### src/rtl/memory_arbiter_if.sv
// Bundle of requester-side and memory-side signals around memory_arbiter.
// master = the arbiter itself, slave = the CPU requesters plus memory model.
interface memory_arbiter_if;
    logic        if_req;
    logic [31:0] if_addr;
    logic        if_gnt;
    logic        if_rvalid;
    logic [31:0] if_rdata;
    logic        if_err;

    logic        d_req;
    logic        d_we;
    logic [3:0]  d_be;
    logic [31:0] d_addr;
    logic [31:0] d_wdata;
    logic        d_gnt;
    logic        d_rvalid;
    logic [31:0] d_rdata;
    logic        d_err;

    logic        mem_req;
    logic        mem_we;
    logic [3:0]  mem_be;
    logic [31:0] mem_addr;
    logic [31:0] mem_wdata;
    logic        mem_gnt;
    logic        mem_rvalid;
    logic [31:0] mem_rdata;

    logic        busy;
    logic        fault;

    modport master (
        input  if_req, if_addr,
        output if_gnt, if_rvalid, if_rdata, if_err,
        input  d_req, d_we, d_be, d_addr, d_wdata,
        output d_gnt, d_rvalid, d_rdata, d_err,
        output mem_req, mem_we, mem_be, mem_addr, mem_wdata,
        input  mem_gnt, mem_rvalid, mem_rdata,
        output busy, fault
    );

    modport slave (
        output if_req, if_addr,
        input  if_gnt, if_rvalid, if_rdata, if_err,
        output d_req, d_we, d_be, d_addr, d_wdata,
        input  d_gnt, d_rvalid, d_rdata, d_err,
        input  mem_req, mem_we, mem_be, mem_addr, mem_wdata,
        output mem_gnt, mem_rvalid, mem_rdata,
        input  busy, fault
    );
endinterface

### src/rtl/memory_arbiter.sv
// Serializes instruction-fetch and load/store requests onto one memory port,
// data first with bounded fetch starvation, and a timeout that latches a fault.
module memory_arbiter #(
    parameter int STARVE_LIMIT = 4,
    parameter int TIMEOUT      = 16
) (
    input  logic              clock,
    input  logic              reset,
    memory_arbiter_if.master  bus
);

    typedef enum logic [1:0] {
        IDLE  = 2'd0,
        REQ   = 2'd1,
        RESP  = 2'd2,
        FAULT = 2'd3
    } state_t;

    typedef enum logic {
        OWN_IF = 1'b0,
        OWN_D  = 1'b1
    } owner_t;

    localparam int SW = $clog2(STARVE_LIMIT + 1);
    localparam int TW = (TIMEOUT > 0) ? $clog2(TIMEOUT + 1) : 1;
    localparam logic [SW-1:0] STREAK_MAX = SW'(STARVE_LIMIT);
    localparam logic [TW-1:0] TIME_MAX   = TW'(TIMEOUT);

    state_t        state, state_next;
    owner_t        owner, owner_next;
    logic [SW-1:0] streak, streak_next;
    logic [TW-1:0] tcount, tcount_next;

    logic          mem_req_q,   mem_req_next;
    logic          mem_we_q,    mem_we_next;
    logic [3:0]    mem_be_q,    mem_be_next;
    logic [31:0]   mem_addr_q,  mem_addr_next;
    logic [31:0]   mem_wdata_q, mem_wdata_next;

    logic          if_rvalid_q, if_rvalid_next;
    logic [31:0]   if_rdata_q,  if_rdata_next;
    logic          if_err_q,    if_err_next;
    logic          d_rvalid_q,  d_rvalid_next;
    logic [31:0]   d_rdata_q,   d_rdata_next;
    logic          d_err_q,     d_err_next;

    logic          busy_q, busy_next;
    logic          fault_q, fault_next;

    logic          if_gnt_c, d_gnt_c;
    logic          data_wins;
    logic          timeout_hit;
    logic          resp_fire;
    logic          resp_err;
    logic [31:0]   resp_data;

    // Fetch only beats a pending data request once data has won STARVE_LIMIT times in a row.
    assign data_wins   = bus.d_req && (!bus.if_req || (streak != STREAK_MAX));
    assign timeout_hit = (TIMEOUT != 0) && ((tcount + TW'(1)) == TIME_MAX);

    always_ff @(posedge clock) begin
        if (reset) begin
            state <= IDLE;
        end else begin
            state <= state_next;
        end
    end

    // Next-state, grants and the next values of every registered output.
    always_comb begin
        state_next     = state;
        owner_next     = owner;
        streak_next    = streak;
        tcount_next    = tcount;
        mem_req_next   = mem_req_q;
        mem_we_next    = mem_we_q;
        mem_be_next    = mem_be_q;
        mem_addr_next  = mem_addr_q;
        mem_wdata_next = mem_wdata_q;
        fault_next     = fault_q;
        if_gnt_c       = 1'b0;
        d_gnt_c        = 1'b0;
        resp_fire      = 1'b0;
        resp_err       = 1'b0;
        resp_data      = 32'd0;

        case (state)
            IDLE: begin
                if (bus.if_req || bus.d_req) begin
                    state_next   = REQ;
                    tcount_next  = '0;
                    mem_req_next = 1'b1;
                    if (data_wins) begin
                        d_gnt_c        = 1'b1;
                        owner_next     = OWN_D;
                        mem_we_next    = bus.d_we;
                        mem_be_next    = bus.d_be;
                        mem_addr_next  = bus.d_addr;
                        mem_wdata_next = bus.d_wdata;
                        if (bus.if_req) begin
                            streak_next = (streak == STREAK_MAX) ? streak : streak + SW'(1);
                        end else begin
                            streak_next = '0;
                        end
                    end else begin
                        if_gnt_c       = 1'b1;
                        owner_next     = OWN_IF;
                        mem_we_next    = 1'b0;
                        mem_be_next    = 4'b1111;
                        mem_addr_next  = bus.if_addr;
                        mem_wdata_next = 32'd0;
                        streak_next    = '0;
                    end
                end
            end

            REQ: begin
                if (TIMEOUT != 0) begin
                    tcount_next = tcount + TW'(1);
                end
                if (timeout_hit) begin
                    state_next   = FAULT;
                    mem_req_next = 1'b0;
                    fault_next   = 1'b1;
                    resp_fire    = 1'b1;
                    resp_err     = 1'b1;
                end else if (bus.mem_gnt) begin
                    state_next   = RESP;
                    mem_req_next = 1'b0;
                end
            end

            RESP: begin
                if (TIMEOUT != 0) begin
                    tcount_next = tcount + TW'(1);
                end
                // A response arriving on the limit cycle still counts as a normal completion.
                if (bus.mem_rvalid) begin
                    state_next = IDLE;
                    resp_fire  = 1'b1;
                    resp_data  = bus.mem_rdata;
                end else if (timeout_hit) begin
                    state_next = FAULT;
                    fault_next = 1'b1;
                    resp_fire  = 1'b1;
                    resp_err   = 1'b1;
                end
            end

            FAULT: begin
                mem_req_next = 1'b0;
            end

            default: begin
                state_next = IDLE;
            end
        endcase

        if_rvalid_next = resp_fire && (owner == OWN_IF);
        if_err_next    = resp_fire && (owner == OWN_IF) && resp_err;
        if_rdata_next  = (resp_fire && (owner == OWN_IF)) ? resp_data : 32'd0;
        d_rvalid_next  = resp_fire && (owner == OWN_D);
        d_err_next     = resp_fire && (owner == OWN_D) && resp_err;
        d_rdata_next   = (resp_fire && (owner == OWN_D)) ? resp_data : 32'd0;
        busy_next      = (state_next != IDLE);
    end

    // Datapath registers; a reset mid-transaction simply drops it.
    always_ff @(posedge clock) begin
        if (reset) begin
            owner       <= OWN_IF;
            streak      <= '0;
            tcount      <= '0;
            mem_req_q   <= 1'b0;
            mem_we_q    <= 1'b0;
            mem_be_q    <= 4'b0000;
            mem_addr_q  <= 32'd0;
            mem_wdata_q <= 32'd0;
            if_rvalid_q <= 1'b0;
            if_rdata_q  <= 32'd0;
            if_err_q    <= 1'b0;
            d_rvalid_q  <= 1'b0;
            d_rdata_q   <= 32'd0;
            d_err_q     <= 1'b0;
            busy_q      <= 1'b0;
            fault_q     <= 1'b0;
        end else begin
            owner       <= owner_next;
            streak      <= streak_next;
            tcount      <= tcount_next;
            mem_req_q   <= mem_req_next;
            mem_we_q    <= mem_we_next;
            mem_be_q    <= mem_be_next;
            mem_addr_q  <= mem_addr_next;
            mem_wdata_q <= mem_wdata_next;
            if_rvalid_q <= if_rvalid_next;
            if_rdata_q  <= if_rdata_next;
            if_err_q    <= if_err_next;
            d_rvalid_q  <= d_rvalid_next;
            d_rdata_q   <= d_rdata_next;
            d_err_q     <= d_err_next;
            busy_q      <= busy_next;
            fault_q     <= fault_next;
        end
    end

    assign bus.if_gnt    = if_gnt_c;
    assign bus.d_gnt     = d_gnt_c;
    assign bus.if_rvalid = if_rvalid_q;
    assign bus.if_rdata  = if_rdata_q;
    assign bus.if_err    = if_err_q;
    assign bus.d_rvalid  = d_rvalid_q;
    assign bus.d_rdata   = d_rdata_q;
    assign bus.d_err     = d_err_q;
    assign bus.mem_req   = mem_req_q;
    assign bus.mem_we    = mem_we_q;
    assign bus.mem_be    = mem_be_q;
    assign bus.mem_addr  = mem_addr_q;
    assign bus.mem_wdata = mem_wdata_q;
    assign bus.busy      = busy_q;
    assign bus.fault     = fault_q;

endmodule

### src/flat_wrapper.sv
// flat-port wrapper written by rule: the top's interface ports become plain ports
module memory_arbiter_flat 
#(
    parameter int STARVE_LIMIT = 4,
    parameter int TIMEOUT      = 16
)
  (clock, reset, bus_if_req, bus_if_addr, bus_if_gnt, bus_if_rvalid, bus_if_rdata, bus_if_err, bus_d_req, bus_d_we, bus_d_be, bus_d_addr, bus_d_wdata, bus_d_gnt, bus_d_rvalid, bus_d_rdata, bus_d_err, bus_mem_req, bus_mem_we, bus_mem_be, bus_mem_addr, bus_mem_wdata, bus_mem_gnt, bus_mem_rvalid, bus_mem_rdata, bus_busy, bus_fault);
  memory_arbiter_if bus_i ();
  input  logic clock;
  input  logic reset;
  input wire logic [$bits(bus_i.if_req)-1:0] bus_if_req;
  input wire logic [$bits(bus_i.if_addr)-1:0] bus_if_addr;
  output wire logic [$bits(bus_i.if_gnt)-1:0] bus_if_gnt;
  output wire logic [$bits(bus_i.if_rvalid)-1:0] bus_if_rvalid;
  output wire logic [$bits(bus_i.if_rdata)-1:0] bus_if_rdata;
  output wire logic [$bits(bus_i.if_err)-1:0] bus_if_err;
  input wire logic [$bits(bus_i.d_req)-1:0] bus_d_req;
  input wire logic [$bits(bus_i.d_we)-1:0] bus_d_we;
  input wire logic [$bits(bus_i.d_be)-1:0] bus_d_be;
  input wire logic [$bits(bus_i.d_addr)-1:0] bus_d_addr;
  input wire logic [$bits(bus_i.d_wdata)-1:0] bus_d_wdata;
  output wire logic [$bits(bus_i.d_gnt)-1:0] bus_d_gnt;
  output wire logic [$bits(bus_i.d_rvalid)-1:0] bus_d_rvalid;
  output wire logic [$bits(bus_i.d_rdata)-1:0] bus_d_rdata;
  output wire logic [$bits(bus_i.d_err)-1:0] bus_d_err;
  output wire logic [$bits(bus_i.mem_req)-1:0] bus_mem_req;
  output wire logic [$bits(bus_i.mem_we)-1:0] bus_mem_we;
  output wire logic [$bits(bus_i.mem_be)-1:0] bus_mem_be;
  output wire logic [$bits(bus_i.mem_addr)-1:0] bus_mem_addr;
  output wire logic [$bits(bus_i.mem_wdata)-1:0] bus_mem_wdata;
  input wire logic [$bits(bus_i.mem_gnt)-1:0] bus_mem_gnt;
  input wire logic [$bits(bus_i.mem_rvalid)-1:0] bus_mem_rvalid;
  input wire logic [$bits(bus_i.mem_rdata)-1:0] bus_mem_rdata;
  output wire logic [$bits(bus_i.busy)-1:0] bus_busy;
  output wire logic [$bits(bus_i.fault)-1:0] bus_fault;
  assign bus_i.if_req = bus_if_req;
  assign bus_i.if_addr = bus_if_addr;
  assign bus_if_gnt = bus_i.if_gnt;
  assign bus_if_rvalid = bus_i.if_rvalid;
  assign bus_if_rdata = bus_i.if_rdata;
  assign bus_if_err = bus_i.if_err;
  assign bus_i.d_req = bus_d_req;
  assign bus_i.d_we = bus_d_we;
  assign bus_i.d_be = bus_d_be;
  assign bus_i.d_addr = bus_d_addr;
  assign bus_i.d_wdata = bus_d_wdata;
  assign bus_d_gnt = bus_i.d_gnt;
  assign bus_d_rvalid = bus_i.d_rvalid;
  assign bus_d_rdata = bus_i.d_rdata;
  assign bus_d_err = bus_i.d_err;
  assign bus_mem_req = bus_i.mem_req;
  assign bus_mem_we = bus_i.mem_we;
  assign bus_mem_be = bus_i.mem_be;
  assign bus_mem_addr = bus_i.mem_addr;
  assign bus_mem_wdata = bus_i.mem_wdata;
  assign bus_i.mem_gnt = bus_mem_gnt;
  assign bus_i.mem_rvalid = bus_mem_rvalid;
  assign bus_i.mem_rdata = bus_mem_rdata;
  assign bus_busy = bus_i.busy;
  assign bus_fault = bus_i.fault;
  memory_arbiter #(.STARVE_LIMIT(STARVE_LIMIT), .TIMEOUT(TIMEOUT)) u_core (.clock(clock), .reset(reset), .bus(bus_i));
endmodule
### config.mk
export PLATFORM = sky130hd
export DESIGN_NAME = memory_arbiter_flat
export DESIGN_NICKNAME = d
export VERILOG_FILES = /design/src/rtl/memory_arbiter_if.sv /design/src/rtl/memory_arbiter.sv /design/src/flat_wrapper.sv
export SDC_FILE = /design/constraint.sdc
export NUM_CORES = 1
export LEC_CHECK = 0
export ABC_CLOCK_PERIOD_IN_PS = 1700
export CAP_MARGIN = 20
export CORE_AREA = 2 2 124 126
export DETAILED_ROUTE_END_ITERATION = 8
export DIE_AREA = 0 0 126 128
export PLACE_DENSITY = 0.79
export SETUP_SLACK_MARGIN = 0.5
export SYNTH_ARGS = -nofsm -noshare
export SYNTH_HDL_FRONTEND = slang
export SYNTH_SLANG_ARGS = --single-unit
export TNS_END_PERCENT = 10
### constraint.sdc
create_clock -name clock -period 1.7 [get_ports clock]
set_clock_uncertainty 0.15 [all_clocks]
set_input_delay 0.425 -clock clock [delete_from_list [all_inputs] [get_ports clock]]
set_output_delay 0.425 -clock clock [all_outputs]
set_load 0.02 [all_outputs]
==> flow_summary.json <==
{
  "busiest_layer": "met2",
  "crit_chain": "inv_2, ha_4, nand2_2, a21oi_4, buf_6",
  "met3_usage_pct": 7.72,
  "min_to": "u_core.bus.mem_req",
  "cts_tree": "built",
  "grt_pass1_vias": 4886,
  "ant_nets": 0,
  "fp-row-count": 45,
  "placed_cells_incl_taps": 987,
  "fp.dieW_um": 126,
  "grt_use_met2_pct": 34.6,
  "portBuffers": 280,
  "grt_pass1_wl_um": 25400,
  "cts_buffer_depth": 2,
  "htreeDepth": 4,
  "dieArea_mm2": 0.0161,
  "final_util_pct": 64.2,
  "insertion_delay_ns": 0.42,
  "slew_viol_final": 0,
  "yosysSeqAreaShare_pct": 59.8,
  "path_clk_slew_ns": 0.06,
  "drtIter0Drc": 307,
  "grt_overflow_total": 0,
  "yosys_register_bits": 151,
  "antennaDiodeCount": 0,
  "setup_viol": 67,
  "syn2layout_area_growth_pct": 88.8,
  "numCtsBuffers": 17,
  "post-route-period-util_pct": 118,
  "r2r_slack_ns": -0.20,
  "layout.nets": 982,
  "synth_cell_types": 34,
  "core-area_mm2": 0.0149,
  "firstDrtPassIters": 9,
  "critPathKind": "flop to primary output",
  "hold_viol_final": 0,
  "violations": "negative setup slack",
  "io_pins": 281,
  "hold_start": "reset",
  "p_per_area_mw_per_mm2": 978,
  "arrival_ns": 1.43,
  "status": "complete, but fails checks",
  "r2r-start": "u_core.state[0]",
  "min_path_cells": 3,
  "synthCells": 514,
  "p_leak_uw": 0.00403,
  "routedWlPerCell_um": 16.0,
  "slew_headroom_pct": 78.6,
  "maxCapViolations": 0,
  "rr_endpoint": "u_core.bus.mem_addr[2]",
  "yosys_warnings": 0,
  "rsz0062_at_grt": "yes",
  "period_minus_slack_ns": 2.01,
  "numClockSinks": 151,
  "critPathRequiredTime_ns": 1.12,
  "totalWireLength_um": 16600,
  "peakVddDrop_mv": 0.645,
  "drive_above_1_share_pct": 39.2,
  "antenna_found_initial": 0,
  "gp_congestion": 0.790,
  "ff2ff_path_depth": 10,
  "syn_area_mm2": 0.00505,
  "finish.cell_count_without_fillers": 1036,
  "grtUsageMet1_pct": 22.7,
  "hpwl_um": 11600,
  "routed_via_density": 4.84,
  "grt_util_all_layers_pct": 20.0,
  "min_path_type": "input port to flop",
  "root_buffer": "clkbuf_16",
  "setup_slack_ns": -0.308,
  "crit_path_top_delay_cell": "dfxtp_2",
  "die_h_um": 128,
  "initial_core_util_pct": 34.0,
  "fillers": 1134,
  "critPathMaxStageDelay_ns": 0.32,
  "tightest_slew_ns": 0.320,
  "fmax_mhz": 498,
  "cp_max_fo": 2,
  "vias": 5017,
  "end_kind": "primary output",
  "drc_errors": 0,
  "syn_nets": 661,
  "fin_area_mm2": 0.00954,
  "placed_area_mm2": 0.00842,
  "syn_avg_cell_area_um2": 9.83,
  "grt_max_degree": 41,
  "critPathLaunchType": "flop"
}
## power by group
group | internal, µW | switching, µW
logic | 984 | 805
registers | 3720 | 120
clock network | 2070 | 1640
total | 6770 | 2560
## through the flow
step	TNS (ns)	power [µW]	hold slack (ns)	setup WS (ns)
final	-5.94	9330	0.228	-0.308
after global routing	-12.73	9720	0.226	-0.360
after CTS	-5.31	9340	0.206	-0.312
after detailed placement	-59.64	5500	0.295	-0.769
after global placement	-57.78	5480	0.291	-0.790
after floorplan	0	4580	0.299	0.0931
## how the worst max path moves through the flow
stage	start	to	depth (start not counted)
3_3_place_gp	bus_if_req	bus_if_gnt	4
6_report	u_core.streak[0]	bus_if_gnt	5
2_1_floorplan	u_core.state[1]	bus_if_gnt	6
4_1_cts	u_core.state[1]	bus_if_gnt	5
3_5_place_dp	bus_if_req	bus_if_gnt	4
5_1_grt	u_core.streak[0]	bus_if_gnt	5
## cells in the mapped netlist
library cell,instances,share of area (%)
o22ai_1,1,0.12
a32o_1,1,0.20
dfxtp_1,151,60
a31o_2,1,0.17
nand3b_1,2,0.30
o21ai_1,1,0.099
or4_1,2,0.30
or2_2,2,0.25
nor2b_1,2,0.25
a22oi_1,8,1.2
nand2b_1,3,0.37
a21oi_1,41,4.1
nand2_1,60,4.5
nor2_1,58,4.3
a221o_1,1,0.20
ha_1,8,2.0
clkbuf_1,20,1.5
buf_2,13,1.3
inv_2,1,0.074
o211ai_1,2,0.30
nor3_1,4,0.40
nor4_1,2,0.25
a21o_1,1,0.15
nand4b_1,2,0.35
a32oi_1,2,0.35
buf_4,1,0.15
o21ai_0,7,0.69
nand3_1,8,0.79
a41oi_1,1,0.17
inv_1,7,0.52
mux2i_1,1,0.20
a2111oi_0,1,0.17
a222oi_1,32,6.3
and2_1,67,8.3
## layout make-up
type	count	area [µm²]	share of cell area (%)
Timing Repair Buffer	336	3530	37.0
Sequential cell	151	3080	32.2
Multi-Input combinational cell	321	2080	21.8
Clock buffer	17	425	4.46
Tap cell	188	235	2.47
Clock inverter	15	156	1.64
Inverter	8	32.5	0.341
## flip-flops by register name (all words and copies together) (netlist names)
| name | flops |
|---|---|
| u_core.bus.busy | 1 |
| u_core.bus.d_err | 1 |
| u_core.bus.d_rdata | 32 |
| u_core.bus.d_rvalid | 1 |
| u_core.bus.fault | 1 |
| u_core.bus.if_err | 1 |
| u_core.bus.if_rdata | 32 |
| u_core.bus.if_rvalid | 1 |
| u_core.bus.mem_addr | 32 |
| u_core.bus.mem_be | 4 |
| u_core.bus.mem_req | 1 |
| u_core.bus.mem_wdata | 32 |
| u_core.bus.mem_we | 1 |
| u_core.owner | 1 |
| u_core.state | 2 |
| u_core.streak | 3 |
| u_core.tcount | 5 |
## critical path: cells and delay by family (launching register included)
kind / cells / cell delay [ns]
flip-flops: 1 / 0.32
buffers and inverters: 2 / 0.23
adder cells (fa/ha/maj): 1 / 0.14
AO/OA/AOI/OAI: 1 / 0.25
AND/OR/NAND/NOR: 1 / 0.07
## layout by cell type, fill, tap and decap left out, types with 3 or more instances in the layout
cell type | synthesis | routed
nand3_1 | 8 | 6
dfxtp_2 | 0 | 43
nor2_1 | 58 | 55
a22oi_2 | 0 | 4
inv_2 | 1 | 5
inv_6 | 0 | 5
clkdlybuf4s50_1 | 0 | 135
nand2b_1 | 3 | 3
and2_1 | 67 | 40
dfxtp_1 | 151 | 108
ha_4 | 0 | 3
o21ai_0 | 7 | 5
inv_8 | 0 | 3
ha_1 | 8 | 5
nor3_1 | 4 | 4
a22oi_1 | 8 | 4
nand2_1 | 60 | 58
clkinv_4 | 0 | 3
buf_6 | 0 | 138
clkinvlp_4 | 0 | 3
a21oi_1 | 41 | 39
buf_4 | 1 | 48
buf_12 | 0 | 9
a222oi_1 | 32 | 32
clkbuf_16 | 0 | 19
and2_4 | 0 | 27
## cells by family after synthesis
kind of cell,Yosys count,share of synthesized area (%)
DFF,151,59.8
adders and majority gates,8,1.98
muxes,1,0.198
and+or+nand+nor,212,20.3
buffers and inverters,42,3.51
AOI/OAI and AO/OA,100,14.2
## metal layers
metal	vias to the layer above	wire length [µm]
li1	2429	-
met1	2307	6230
met2	264	8540
met5	-	0
met4	0	236
met3	17	1580
## timing repair
item / CTS / global route
gates cloned: 0 / 2
endpoints found under the hold margin: 0 / 0
setup buffers: 10 / 5
pin swaps: 33 / 23
hold buffers: 0 / 0
setup endpoints to repair: 293 / 293
gates resized for setup: 914 / 26
Power figures use the tool's default switching activity.
